## config.mk

```make
export PLATFORM = sky130hd
export DESIGN_NAME = ara_resp_sync
export DESIGN_NICKNAME = d
export VERILOG_FILES = /design/src/rtl/ara_resp_sync.sv
export SDC_FILE = /design/constraint.sdc
export NUM_CORES = 1
export LEC_CHECK = 0
export CAP_MARGIN = 20
export CORE_AREA = 2 2 139 141
export CTS_BUF_LIST = sky130_fd_sc_hd__clkbuf_2
export DETAILED_ROUTE_END_ITERATION = 10
export DIE_AREA = 0 0 141 143
export GPL_ROUTABILITY_DRIVEN = 0
export PLACE_DENSITY = 0.67
export SYNTH_ARGS = -nofsm -noshare
export SYNTH_HDL_FRONTEND = slang
export SYNTH_SLANG_ARGS = --single-unit
```

## constraint.sdc

```tcl
create_clock -name clk_i -period 5.5 [get_ports clk_i]
set_clock_uncertainty 0.2 [all_clocks]
set_input_delay 1.1 -clock clk_i [delete_from_list [all_inputs] [get_ports clk_i]]
set_output_delay 1.1 -clock clk_i [all_outputs]
set_load 0.1 [all_outputs]
```

## src/rtl/ara_resp_sync.sv

```systemverilog
// Merges one response per Ara cluster into a single response toward CVA6.
// Each cluster is latched once per round; the merged result drains when every cluster has reported.
module ara_resp_sync #(
    parameter int unsigned NrClusters    = 4,
    parameter int unsigned DataWidth     = 64,
    parameter int unsigned IdWidth       = 3,
    parameter int unsigned TimeoutCycles = 1024
) (
    input  logic                            clk_i,
    input  logic                            rst_ni,
    input  logic [NrClusters-1:0]           resp_valid_i,
    output logic [NrClusters-1:0]           resp_ready_o,
    input  logic [NrClusters*DataWidth-1:0] resp_result_i,
    input  logic [NrClusters-1:0]           resp_exc_i,
    input  logic [NrClusters*IdWidth-1:0]   resp_trans_id_i,
    output logic                            resp_valid_o,
    input  logic                            resp_ready_i,
    output logic [DataWidth-1:0]            resp_result_o,
    output logic                            resp_exc_o,
    output logic [IdWidth-1:0]              resp_trans_id_o,
    output logic                            id_mismatch_o,
    output logic                            timeout_o
);

    localparam int unsigned CntWidth = $clog2(TimeoutCycles + 1);

    typedef enum logic {
        COLLECT,
        DRAIN
    } state_e;

    state_e                  state_reg, state_next;
    logic [NrClusters-1:0]   full_reg, full_next;
    logic [NrClusters-1:0]   capture;
    logic [DataWidth-1:0]    result_reg [NrClusters];
    logic [IdWidth-1:0]      id_reg     [NrClusters];
    logic [IdWidth-1:0]      id_next    [NrClusters];
    logic [NrClusters-1:0]   exc_reg;
    logic [CntWidth-1:0]     cnt_reg, cnt_next;
    logic                    timeout_reg, timeout_next;
    logic                    mismatch_reg, mismatch_next;
    logic                    enter_drain;
    logic                    partial;
    logic                    id_diff;

    // A cluster is accepted only while its slot is empty, so each round takes exactly one beat per cluster.
    for (genvar gi = 0; gi < NrClusters; gi++) begin : g_cluster
        assign capture[gi] = resp_valid_i[gi] & ~full_reg[gi];
        assign id_next[gi] = capture[gi] ? resp_trans_id_i[gi*IdWidth +: IdWidth] : id_reg[gi];
    end

    always_ff @(posedge clk_i or negedge rst_ni) begin
        if (!rst_ni) begin
            for (int c = 0; c < NrClusters; c++) begin
                result_reg[c] <= '0;
                id_reg[c]     <= '0;
            end
            exc_reg <= '0;
        end else begin
            for (int c = 0; c < NrClusters; c++) begin
                if (capture[c]) begin
                    result_reg[c] <= resp_result_i[c*DataWidth +: DataWidth];
                    id_reg[c]     <= id_next[c];
                    exc_reg[c]    <= resp_exc_i[c];
                end
            end
        end
    end

    // Compare against the ids as they will look once this cycle's captures land.
    always_comb begin
        id_diff = 1'b0;
        for (int c = 1; c < NrClusters; c++) begin
            if (id_next[c] != id_next[0]) begin
                id_diff = 1'b1;
            end
        end
    end

    always_comb begin
        state_next  = state_reg;
        full_next   = full_reg | capture;
        enter_drain = 1'b0;
        unique case (state_reg)
            COLLECT: begin
                if (&(full_reg | capture)) begin
                    state_next  = DRAIN;
                    enter_drain = 1'b1;
                end
            end
            DRAIN: begin
                if (resp_ready_i) begin
                    state_next = COLLECT;
                    full_next  = '0;
                end
            end
            default: state_next = COLLECT;
        endcase
    end

    // Watchdog: counts cycles a partial round stays open, saturating so the flag cannot be missed.
    assign partial = (|full_reg) & ~(&full_reg);

    always_comb begin
        cnt_next = '0;
        if ((state_reg == COLLECT) && !enter_drain && partial) begin
            cnt_next = (cnt_reg == CntWidth'(TimeoutCycles)) ? cnt_reg : cnt_reg + CntWidth'(1);
        end
    end

    assign timeout_next  = timeout_reg | (cnt_next == CntWidth'(TimeoutCycles));
    assign mismatch_next = enter_drain & id_diff;

    always_ff @(posedge clk_i or negedge rst_ni) begin
        if (!rst_ni) begin
            state_reg    <= COLLECT;
            full_reg     <= '0;
            cnt_reg      <= '0;
            timeout_reg  <= 1'b0;
            mismatch_reg <= 1'b0;
        end else begin
            state_reg    <= state_next;
            full_reg     <= full_next;
            cnt_reg      <= cnt_next;
            timeout_reg  <= timeout_next;
            mismatch_reg <= mismatch_next;
        end
    end

    assign resp_ready_o    = ~full_reg;
    assign resp_valid_o    = (state_reg == DRAIN);
    assign resp_result_o   = result_reg[0];
    assign resp_trans_id_o = id_reg[0];
    assign resp_exc_o      = |exc_reg;
    assign id_mismatch_o   = mismatch_reg;
    assign timeout_o       = timeout_reg;

endmodule
```

After elaboration in Yosys (flattened, before gate mapping)
Cells that the tools add are included.
Widths: inputs -> output; s select.

word-level totals
  bits in registers = 98
  output and inout bits = 75

cells by class
  add/sub/neg operators = 1
  eq/ne operators = 5
  muxes and demuxes = 15
  bitwise operators = 15
  reductions and logical operators = 7

operators with widths
  operator               number
  $eq 11x11->1 const B   2
  $mux 11                2
  $mux 3                 4
  $add 11x1->11 const B  1
  $ne 3x3->1             3
  $mux 4                 2
  $reduce_and 4->1       2
  $reduce_or 4->1        2
  $and 1x1->1            6
  $mux 1                 6
  $not 1->1              6
  $not 4->4              1
  $or 4x4->4             1
  $logic_and 1x1->1      2
  $pmux 1 s2             1
  $logic_not 1->1        1
  $or 1x1->1             1

Longest topological paths before layout
Gate-level depths: netlist (run 1).

  word-level depth = 12
  depth in mapped cells = 7
  depth with buffers taken out = 7

Least setup slack after synthesis (run 1)
OpenSTA, ideal clock, no wires.

  path kind = input to register
  from = in resp_valid_i[2]
  to = reg mismatch_reg (netlist: id_mismatch_o)
  library setup time = 0.132 ns
  data arrival time = 2.363 ns
  data required time = 5.168 ns
  path slack = 2.806 ns
  stages on the path = 6
  path buffers = 1
  path through = nor2b_1 buf_2 mux2i_1 or4_1 a222oi_1 nor3_1

between the ends
  longest elaborated chain between the ends = 6
  elaborated cells on any way between the ends = 10
  those cells by class = eq/ne: 1; mux: 5; bitwise: 3; reduce/logical: 1

ends and longest elaborated chain
  item                                            RTL line  source
  start, declared                                 11        input logic [NrClusters-1:0] resp_valid_i,
  $and 1x1->1 (*)                                 48        assign capture[gi] = resp_valid_i[gi] & ~full_reg[gi];
  $mux 3 or $or 4x4->4 (tied branches)            49, 86
  $ne 3x3->1 or $reduce_and 4->1 (tied branches)  74, 86
  $mux 1 (on tied branches)                       74, 86
  $mux 1 (on tied branches)                       74, 84
  $and 1x1->1 (*)                                 112       assign mismatch_next = enter_drain & id_diff;
  via mismatch_next                               41        logic mismatch_reg, mismatch_next;
  end signal, assigned                            126       mismatch_reg <= mismatch_next;
  end, declared                                   41

The timed path passes the listed nets; every way through them passes the cells marked *.
A chain may end at the register's enable or synchronous reset.

Final worst setup path (run 1)
  from = reg exc_reg[1]
  to = out resp_exc_o

between the ends
  longest elaborated chain between the ends = 1

ends and longest elaborated chain
  item                             RTL line  source
  start, declared                  38        logic [NrClusters-1:0] exc_reg;
  start signal, assigned by index  64        exc_reg[c] <= resp_exc_i[c];
  $reduce_or 4->1                  134       assign resp_exc_o = |exc_reg;
  end, declared                    19        output logic resp_exc_o,

No other way between the ends.

==> results of run 1 <==
==> layout make-up <==
type                    count  area, sq um  area share (%)
flip-flops and latches     98         2452           41.13
repair buffers            163         1624           27.24
multi-input cells         164         1418           23.78
well taps                 234        292.8           4.911
inverters                  19        71.32           1.196
clock inverters             7        58.81          0.9864
clock buffers               9        45.04          0.7555
==> stage by stage <==
stage	hold slack [ns]	setup slack (ns)
after global routing	0.2024	1.445
final	0.2737	1.582
after detailed placement	0.2828	1.705
after global placement	0.2729	1.753
after floorplan	0.2573	2.806
after CTS	0.1997	1.462
==> worst max-delay path: cells and delay by family, from the launching register on <==
family	cells	cell delay, ns
buffers and inverters	1	1.01
and+or+nand+nor	1	0.58
DFF	1	0.44
==> cells by family after synthesis <==
kind of cell / count (synthesis) / synth area share [%]
fa+ha+maj: 2 / 0.6231
buf+inv: 34 / 3.802
simple gates: 59 / 8.040
mux: 81 / 22.31
xor+xnor: 8 / 1.745
compound gates: 14 / 2.400
flops: 98 / 61.08
==> worst paths after layout <==
| path | cells after the start | from | to |
|---|---|---|---|
| max | 2 | exc_reg[1] | resp_exc_o |
| min in group clk_i | 1 | timeout_o | timeout_o |
| min | 1 | rst_ni | resp_result_o[13] |
| max in group asynchronous | 2 | rst_ni | cnt_reg[6] |
| max reg2reg | 5 | full_reg[3] | id_mismatch_o |
| min reg2reg | 1 | timeout_o | timeout_o |
==> synth_stat cells <==
master and count:
ha_1 2, nand3_1 6, a21oi_1 7, or3_1 2
nor2_1 15, a222oi_1 1, nor2b_1 6, nand2_1 6
and4_1 1, buf_2 8, o31ai_1 1, or4_1 6
xnor2_1 4, mux2i_1 13, mux2_2 68, a41o_1 1
dfrtp_1 98, nor3b_1 2, a22o_1 1, inv_1 19
nand2b_1 4, a41oi_1 1, and3_1 1, o41ai_1 1
nand4_1 8, a22oi_1 1, nor3_1 1, clkbuf_1 3
xor2_1 4, nor4b_1 1, buf_4 4
==> per-layer routing <==
layer	track usage, %	vias up	wire (microns)
li1	-	1343	-
met1	12.00	1393	4113
met2	17.89	140	5190
met3	4.997	19	989
met4	4.211	2	212
met5	0	-	13
==> summary.md, run 1 <==
| Metric | Value |
|---|---|
| Clock buffer depth | 2 |
| Core area | 18580 sq um |
| P&R area growth vs syn | 48.49% |
| Crit-path cells | or4_1 > clkdlybuf4s50_1 |
| FP Rows | 50 |
| Layout Nets | 736 |
| Die W | approximately 140 microns |
| Final core utilization | 32.09% |
| Port bufs | 161 |
| Die area | roughly 20000 sq um |
| Initial DRC Count | 84 |
| Clk pin slew, worst setup/hold paths | about 0.3 ns |
| Distinct cells, synth | 31 |
| Tot GR Track Use | a little over a tenth |
| Cell area after layout | slightly below 6000 sq um |
| Post-CTS Setup Bufs | 0 |
| Number of diodes | 0 |
| Worst path max stage delay | roughly 1.0 ns |
| Drt drc | 0 |
| Final period utilization | a little under three quarters |
| Max H-tree Level | 3 |
| Vias in the first global route | about 3200 |
| Final hold violations | 0 |
| Post-layout min period | about 3.9 ns |
| Starting Density | about 22% |
| CP max-delay cell | clkdlybuf4s50_1 |
| Flops & latches, synth | about 100 |
| Hold/Removal Path Class | primary input to async pin |
| Max reg flops | 64 |
| Ratio of cells with drive above 1 in the final layout | between 10% and 20% |
| Clock Latency Late Sink | 0.60 ns |
| Initial antenna violation count | 1 |
| Slew at the pin closest to its max-slew limit | ~1.1 ns |
| First-pass iteration count of the detailed router | 4 |
| Required time worst endpoint | roughly 4.2 ns |
| Mapped Area | 4015 sq um |
| DPL Wire Length | ~7900 microns |
| Synth area leaders | dfrtp_1, mux2_2, mux2i_1, inv_1, nor2_1 |
| Placed Area | between 5000 and 6000 sq um |
| Synth Net Count | between 500 and 600 |
| Status | finished, final reports clean |
| CTS tree | yes |
| Post-Layout Cell Count | roughly 690 |
| Post-synth top area share | between 60 and 70% |
| Post-CTS Resized | 0 |
| Inst Count DP | 678 |
| TritonCTS Buffers | 9 |
| Syn Area/Cell | 13.56 sq um |
| Max cap viols | 0 |
| Via/cell ratio | between 4 and 5 |
| Worst setup EP type | output pin |
| Ys Warns | 0 |
| First-pass GRT wire length | 16600 microns |
| Cell accounting for the most synthesized area | dfrtp_1 |
| Fmax | roughly 260 MHz |
| Clock tree root buffer cell | clkbuf_2 |
| Cells after synthesis | between 200 and 300 |
| Most common cell after layout, fill and taps aside | clkdlybuf4s50_1 |
| I/O Pins | ~350 |
| CP Class | register to output pin |
| Max_slew headroom | about 29% |
| Pin count of the biggest net entering global routing | between 50 and 60 |
| Vias | 2897 |
| # hold bufs at CTS | 0 |
| Fillers | 1850 |
| Setup violators final | 0 |
| RSZ-0062 raised after global routing | false |
| CP arrival | ~2.6 ns |
| Drt wl/cell | roughly 15 microns |
| Slew Viols, Final | 0 |
| TNS Setup | 0 ns |
| Post-DRT Antenna Nets | 0 |
| Critical path fanouts, max | 2 |
| Type of origin of the critical path | register |
| Total wire length | about 11000 microns |
| Post-synthesis sequential area ratio | approximately three fifths |
| Die H | around 140 microns |
| Reg-to-reg slack, setup | approximately 2.9 ns |
| Most frequent cells in the layout | clkdlybuf4s50_1, dfrtp_1, mux2_2 |
| Total gr overflow | 0 |
| Clock sinks | 98 |
Power of run 1 is not shown: default switching activity piles up to over one toggle a cycle in this logic, so the estimate is an artifact.
==> run 2: changes to the inputs <==
CORE_AREA = 2 2 136 138   (was 2 2 139 141)
DIE_AREA = 0 0 138 140   (was 0 0 141 143)
PLACE_DENSITY = 0.71   (was 0.67)
clock period = 3.2 ns   (was 5.5 ns; I/O delays follow)
==> run 2 against run 1 <==
Effect of this change:
- first-iteration DRC count increased by 39%
- register-to-register slack got worse by 2.1 ns
- sequential cell count unchanged
- cell area decreased by 1.8%
- critical path depth unchanged
- clock-buffer cell count unchanged
- worst hold slack improved by 0.058 ns
- core utilization increased by 0.83 points
- non-clock buffer count increased by 6
- critical path type unchanged
- critical endpoint unchanged
==> summary.md, run 2 (synthesis results as in run 1) <==
| Metric | Value |
|---|---|
| Final hold violations | 0 (unchanged) |
| Clock buffer depth | 2 (unchanged) |
| Final period utilization | 81.15% |
| Clock Latency Late Sink | 0.59 ns (was 0.60 ns) |
| TritonCTS Buffers | 9 (unchanged) |
| Worst setup EP type | output pin (unchanged) |
| FP Rows | 49 (was 50) |
| Pin count of the biggest net entering global routing | 52 (was 54) |
| Hold/Removal Path Class | register to register (was primary input to async pin) |
| Max_slew headroom | 57.94% (was 28.99%) |
| Layout Nets | 742 (was 736) |
| Slew Viols, Final | 0 (unchanged) |
| Fmax | 385.1 MHz |
| Max H-tree Level | 3 (unchanged) |
| First-pass iteration count of the detailed router | 6 (was 4) |
| Post-layout min period | approximately 2.6 ns |
| Total wire length | 10300 microns (was 10520 microns) |
| First-pass GRT wire length | 17110 microns (was 16600 microns) |
| Total gr overflow | 0 (unchanged) |
| Worst path max stage delay | 0.52 ns (was 1.01 ns) |
| Area occupied by multi-input gates | 1418 sq um (unchanged) |
| Post-CTS Setup Bufs | 0 (unchanged) |
| CP arrival | 1.76 ns (was 2.62 ns) |
| Clock sinks | 98 (unchanged) |
| DPL Wire Length | 7907 microns (was 7870 microns) |
| P&R area growth vs syn | 45.78% (was 48.49%) |
| Vias in the first global route | 3354 (was 3229) |
| Critical path fanouts, max | 2 (unchanged) |
| Die W | 138 microns (was 141 microns) |
| Slew at the pin closest to its max-slew limit | 0.6310 ns (was 1.062 ns) |
| Drt drc | 0 (unchanged) |
| Initial antenna violation count | 0 (was 1) |
| HP Start | id_reg[0] |
| Reg2reg start | full_reg[2] (was full_reg[3]) |
| Post-DRT Antenna Nets | 0 (unchanged) |
| CP Class | register to output pin (unchanged) |
| RSZ-0062 raised after global routing | false (unchanged) |
| Clk pin slew, worst setup/hold paths | 0.26 ns (was 0.30 ns) |
| Crit-path cells | or4_1 > buf_4 (was or4_1 > clkdlybuf4s50_1) |
| Setup violators final | 0 (unchanged) |
| Die H | 140 microns (was 143 microns) |
| FF-to-FF End | id_mismatch_o (unchanged) |
| I/O Pins | 354 (unchanged) |
| CP max-delay cell | or4_1 (was clkdlybuf4s50_1) |
| Initial DRC Count | 117 (was 84) |
| Post-Layout Cell Count | 695 (was 694) |
| Number of diodes | 0 (unchanged) |
| Port bufs | 161 (unchanged) |
| TNS Setup | 0 ns (unchanged) |
| CP top delay family | simple AND/OR/NAND/NOR gates (was buffers and inverters) |
| CTS tree | yes (unchanged) |
| # hold bufs at CTS | 1 (was 0) |
| Most common cell after layout, fill and taps aside | dfrtp_1 (was clkdlybuf4s50_1) |
| Max reg flops | 64 (unchanged) |
| Hold path depth | 2 |
| Reg-to-reg slack, setup | 0.86 ns (was 2.94 ns) |
| Worst Path Buf+Inv | 1 (unchanged) |
| Drt wl/cell | 14.82 microns (was 15.16 microns) |
| Post-CTS Resized | 0 (unchanged) |
| Fillers | 1819 (was 1850) |
| Core area | 17780 sq um (was 18580 sq um) |
| Register area | 2452 sq um (unchanged) |
| Inst Count DP | 678 (unchanged) |
| R2R depth | 7 (was 5) |
| Status | finished, final reports clean (unchanged) |
| Most frequent cells in the layout | dfrtp_1, clkdlybuf4s50_1, buf_4 (was clkdlybuf4s50_1, dfrtp_1, mux2_2) |
| Tot GR Track Use | 11.19% (was 10.74%) |
| Required time worst endpoint | 2.36 ns (was 4.20 ns) |
| Ratio of cells with drive above 1 in the final layout | 35.84% (was 18.91%) |
| Type of origin of the critical path | register (unchanged) |
| Starting Density | 22.58% (was 21.61%) |
| Worst hold endpoint | id_reg[0] |
| Via/cell ratio | 4.273 (was 4.174) |
| Vias | 2970 (was 2897) |
| Die area | 19320 sq um (was 20160 sq um) |
| Max cap viols | 0 (unchanged) |
| Clock tree root buffer cell | clkbuf_2 (unchanged) |
[run 2: tightest hold or removal path: cells and delay by family, from the launching register on]
kind | cells | cell delay, ns
multiplexers | 1 | 0.08
flip-flops | 1 | 0.38
buffers and inverters | 1 | 0.06
[run 2: final cells by class]
cell class              instances  area share, %
clock buffers                   9         0.7696
clock inverters                 7          1.432
inverters                      19          1.218
multi-input cells             164          24.22
flip-flops and latches         98          41.90
well taps                     229          4.895
repair buffers                169          25.57
[run 2: per-stage QoR]
| stage | area [sq um] | util (%) | setup slack [ns] | hold WS (ns) |
|---|---|---|---|---|
| global placement | 5714 | 32.14 | 0.1025 | 0.2737 |
| floorplan | 4015 | - | 0.9655 | 0.1444 |
| global route | 5853 | 32.92 | 0.4162 | 0.2889 |
| CTS | 5853 | 32.92 | 0.5116 | 0.3078 |
| detailed placement | 5714 | 32.14 | 0.1173 | 0.2838 |
| finish | 5853 | 32.92 | 0.6031 | 0.3319 |
[run 2: per-layer routing]
layer,wire [microns],global-route usage (%),up-vias
li1,-,-,1344
met1,4146,13.04,1443
met2,4835,17.74,162
met3,1067,5.880,21
met4,247,3.813,0
met5,0,0,-
[run 2: how the worst max path moves through the flow]
stage                         start             to  cells past startpoint
floorplan           resp_valid_i[2]  id_mismatch_o                      6
global placement    resp_valid_i[2]  id_mismatch_o                      8
detailed placement  resp_valid_i[0]  id_mismatch_o                      7
CTS                      exc_reg[1]     resp_exc_o                      2
global route             exc_reg[1]     resp_exc_o                      2
finish                   exc_reg[1]     resp_exc_o                      2
Power of run 2 is left out for the same reason.
==> run 3: changes to the inputs <==
clock period = 2.1 ns   (was 3.2 ns; I/O delays follow)
==> run 3 against run 2 <==
Effect of this change:
- the run now ends with setup timing left
- via count is 5.2% higher
- worst hold slack worse by 0.14 ns
- routed wire length is 13% higher
- global-route usage is 0.93 points higher
- first-iteration DRC count is 33% higher
- final cell count is 6.2% higher
- sequential cell count stayed put
- critical path depth stayed put
- non-clock buffer count is 43 higher
- core utilization is 7.3 points higher
- register-to-register slack worse by 0.91 ns
- cell area is 22% higher
==> summary.md, run 3 (synthesis results as in run 1) <==
| Metric | Value |
|---|---|
| Status | finished with violations (was finished, final reports clean) |
| Failing checks | setup timing |
| TritonCTS Buffers | 9 (unchanged) |
| Port bufs | 161 (unchanged) |
| Hold/Removal Path Class | primary input to async pin (was register to register) |
| Cell area after layout | 7144 sq um (was 5853 sq um) |
| R2R depth | 7 (unchanged) |
| CP arrival | 1.75 ns (was 1.76 ns) |
| Max cap viols | 0 (unchanged) |
| Tot GR Track Use | 12.11% (was 11.19%) |
| Fillers | 1676 (was 1819) |
| Fmax | roughly 420 MHz |
| Final worst slack | -0.2718 ns (was 0.6031 ns) |
| Vias in the first global route | 3391 (was 3354) |
| First-pass iteration count of the detailed router | 4 (was 6) |
| Most common cell after layout, fill and taps aside | dfrtp_1 (unchanged) |
| Post-DRT Antenna Nets | 0 (unchanged) |
| Clock sinks | 98 (unchanged) |
| Area occupied by multi-input gates | 1436 sq um (was 1418 sq um) |
| Most frequent cells in the layout | dfrtp_1, clkdlybuf4s50_1, buf_12 (was dfrtp_1, clkdlybuf4s50_1, buf_4) |
| Final hold violations | 0 (unchanged) |
| Via/cell ratio | 4.233 (was 4.273) |
| Clock buffer depth | 2 (unchanged) |
| Die area | 19320 sq um (unchanged) |
| Register area | 2454 sq um (was 2452 sq um) |
| Setup violators final | 2 (was 0) |
| Final period utilization | 112.9% |
| Placed Area | 6863 sq um (was 5714 sq um) |
| DPL Wire Length | 8861 microns (was 7907 microns) |
| Die W | 138 microns (unchanged) |
| CTS tree | yes (unchanged) |
| Starting Density | 22.58% (unchanged) |
| Number of diodes | 0 (unchanged) |
| Post-layout min period | roughly 2.4 ns |
| Slew at the pin closest to its max-slew limit | 0.5285 ns (was 0.6310 ns) |
| Worst setup EP type | output pin (unchanged) |
| Max_slew headroom | 64.77% (was 57.94%) |
| Total gr overflow | 0 (unchanged) |
| Clock Latency Late Sink | 0.59 ns (about the same) |
| Total wire length | 11610 microns (was 10300 microns) |
| Initial antenna violation count | 0 (unchanged) |
| Core area | 17780 sq um (unchanged) |
| Final core utilization | 40.18% (was 32.92%) |
| Initial DRC Count | 156 (was 117) |
| FP Rows | 49 (unchanged) |
| Clk pin slew, worst setup/hold paths | 0.26 ns (about the same) |
| Ratio of cells with drive above 1 in the final layout | 43.03% (was 35.84%) |
| Max reg flops | 64 (unchanged) |
| Drt wl/cell | 15.73 microns (was 14.82 microns) |
| Required time worst endpoint | 1.48 ns (was 2.36 ns) |
| Layout Nets | 785 (was 742) |
| Vias | 3124 (was 2970) |
| Clock tree root buffer cell | clkbuf_2 (unchanged) |
| Drt drc | 0 (unchanged) |
| Critical path fanouts, max | 2 (unchanged) |
| Slew Viols, Final | 0 (unchanged) |
| Type of origin of the critical path | register (unchanged) |
| First-pass GRT wire length | 18310 microns (was 17110 microns) |
| RSZ-0062 raised after global routing | true (was false) |
| Max H-tree Level | 3 (unchanged) |
| I/O Pins | 354 (unchanged) |
| Pin count of the biggest net entering global routing | 99 (was 52) |
| P&R area growth vs syn | 77.94% (was 45.78%) |
| CP Class | register to output pin (unchanged) |
| Die H | 140 microns (unchanged) |
## run 3: changes by cell type in the layout (fill, tap and decap cells not counted), sizes merged
cell      before  now
clkbuf         9   11
buf           83  126
clkinv         5    3
clkinvlp       0    1
bufinv         2    1
## run 3: worst max-delay path, cell delays in order (launching register included)
cell	delay, ns
dfrtp_1	0.44
or4_4	0.55
buf_12	0.18
## run 3: final timing paths
kind	from	end	slack, ns
worst min-delay path	rst_ni	cnt_reg[5]	0.19
worst max register to register	full_reg[1]	id_mismatch_o	-0.05
max in group asynchronous	rst_ni	resp_result_o[27]	1.11
worst min register to register	exc_reg[3]	exc_reg[3]	0.36
min in group clk_i	resp_result_i[47]	resp_result_o[47]	0.21
worst max-delay path	exc_reg[1]	resp_exc_o	-0.27
## run 3: what timing repair did
action,4_1_cts,5_1_grt
endpoints found under the hold margin,98,0
buffers inserted,8,8
pin swaps,1,5
setup endpoints to repair,8,8
gates resized for setup,14,5
hold buffers,1,0
## run 3: area by class of cell
type	instances	area share (%)
Tap cell	229	4.011
Clock inverter	5	0.7706
Clock buffer	11	0.7706
Multi-Input combinational cell	164	20.11
Timing Repair Buffer	212	38.86
Inverter	19	1.138
Sequential cell	98	34.34
## run 3: per-layer routing
metal | part of all wire [%] | global-route usage (%) | vias up
met2 | 49 | 19.96 | 140
met3 | 10 | 6.393 | 13
met5 | 0 | 0 | -
met1 | 40 | 13.96 | 1527
met4 | 1.2 | 2.954 | 0
li1 | - | - | 1444
## run 3: metrics by stage
stage	hold WS (ns)	instances	worst slack (ns)	TNS, ns
after CTS	0.1197	731	-0.3394	-0.4857
after global routing	0.1032	738	-0.4196	-0.8308
final	0.1875	738	-0.2718	-0.3223
after global placement	0.2837	706	-0.5602	-12.63
after floorplan	-0.07559	296	0.05865	0
after detailed placement	0.2909	706	-0.5439	-14.63
Power of run 3 is left out for the same reason.
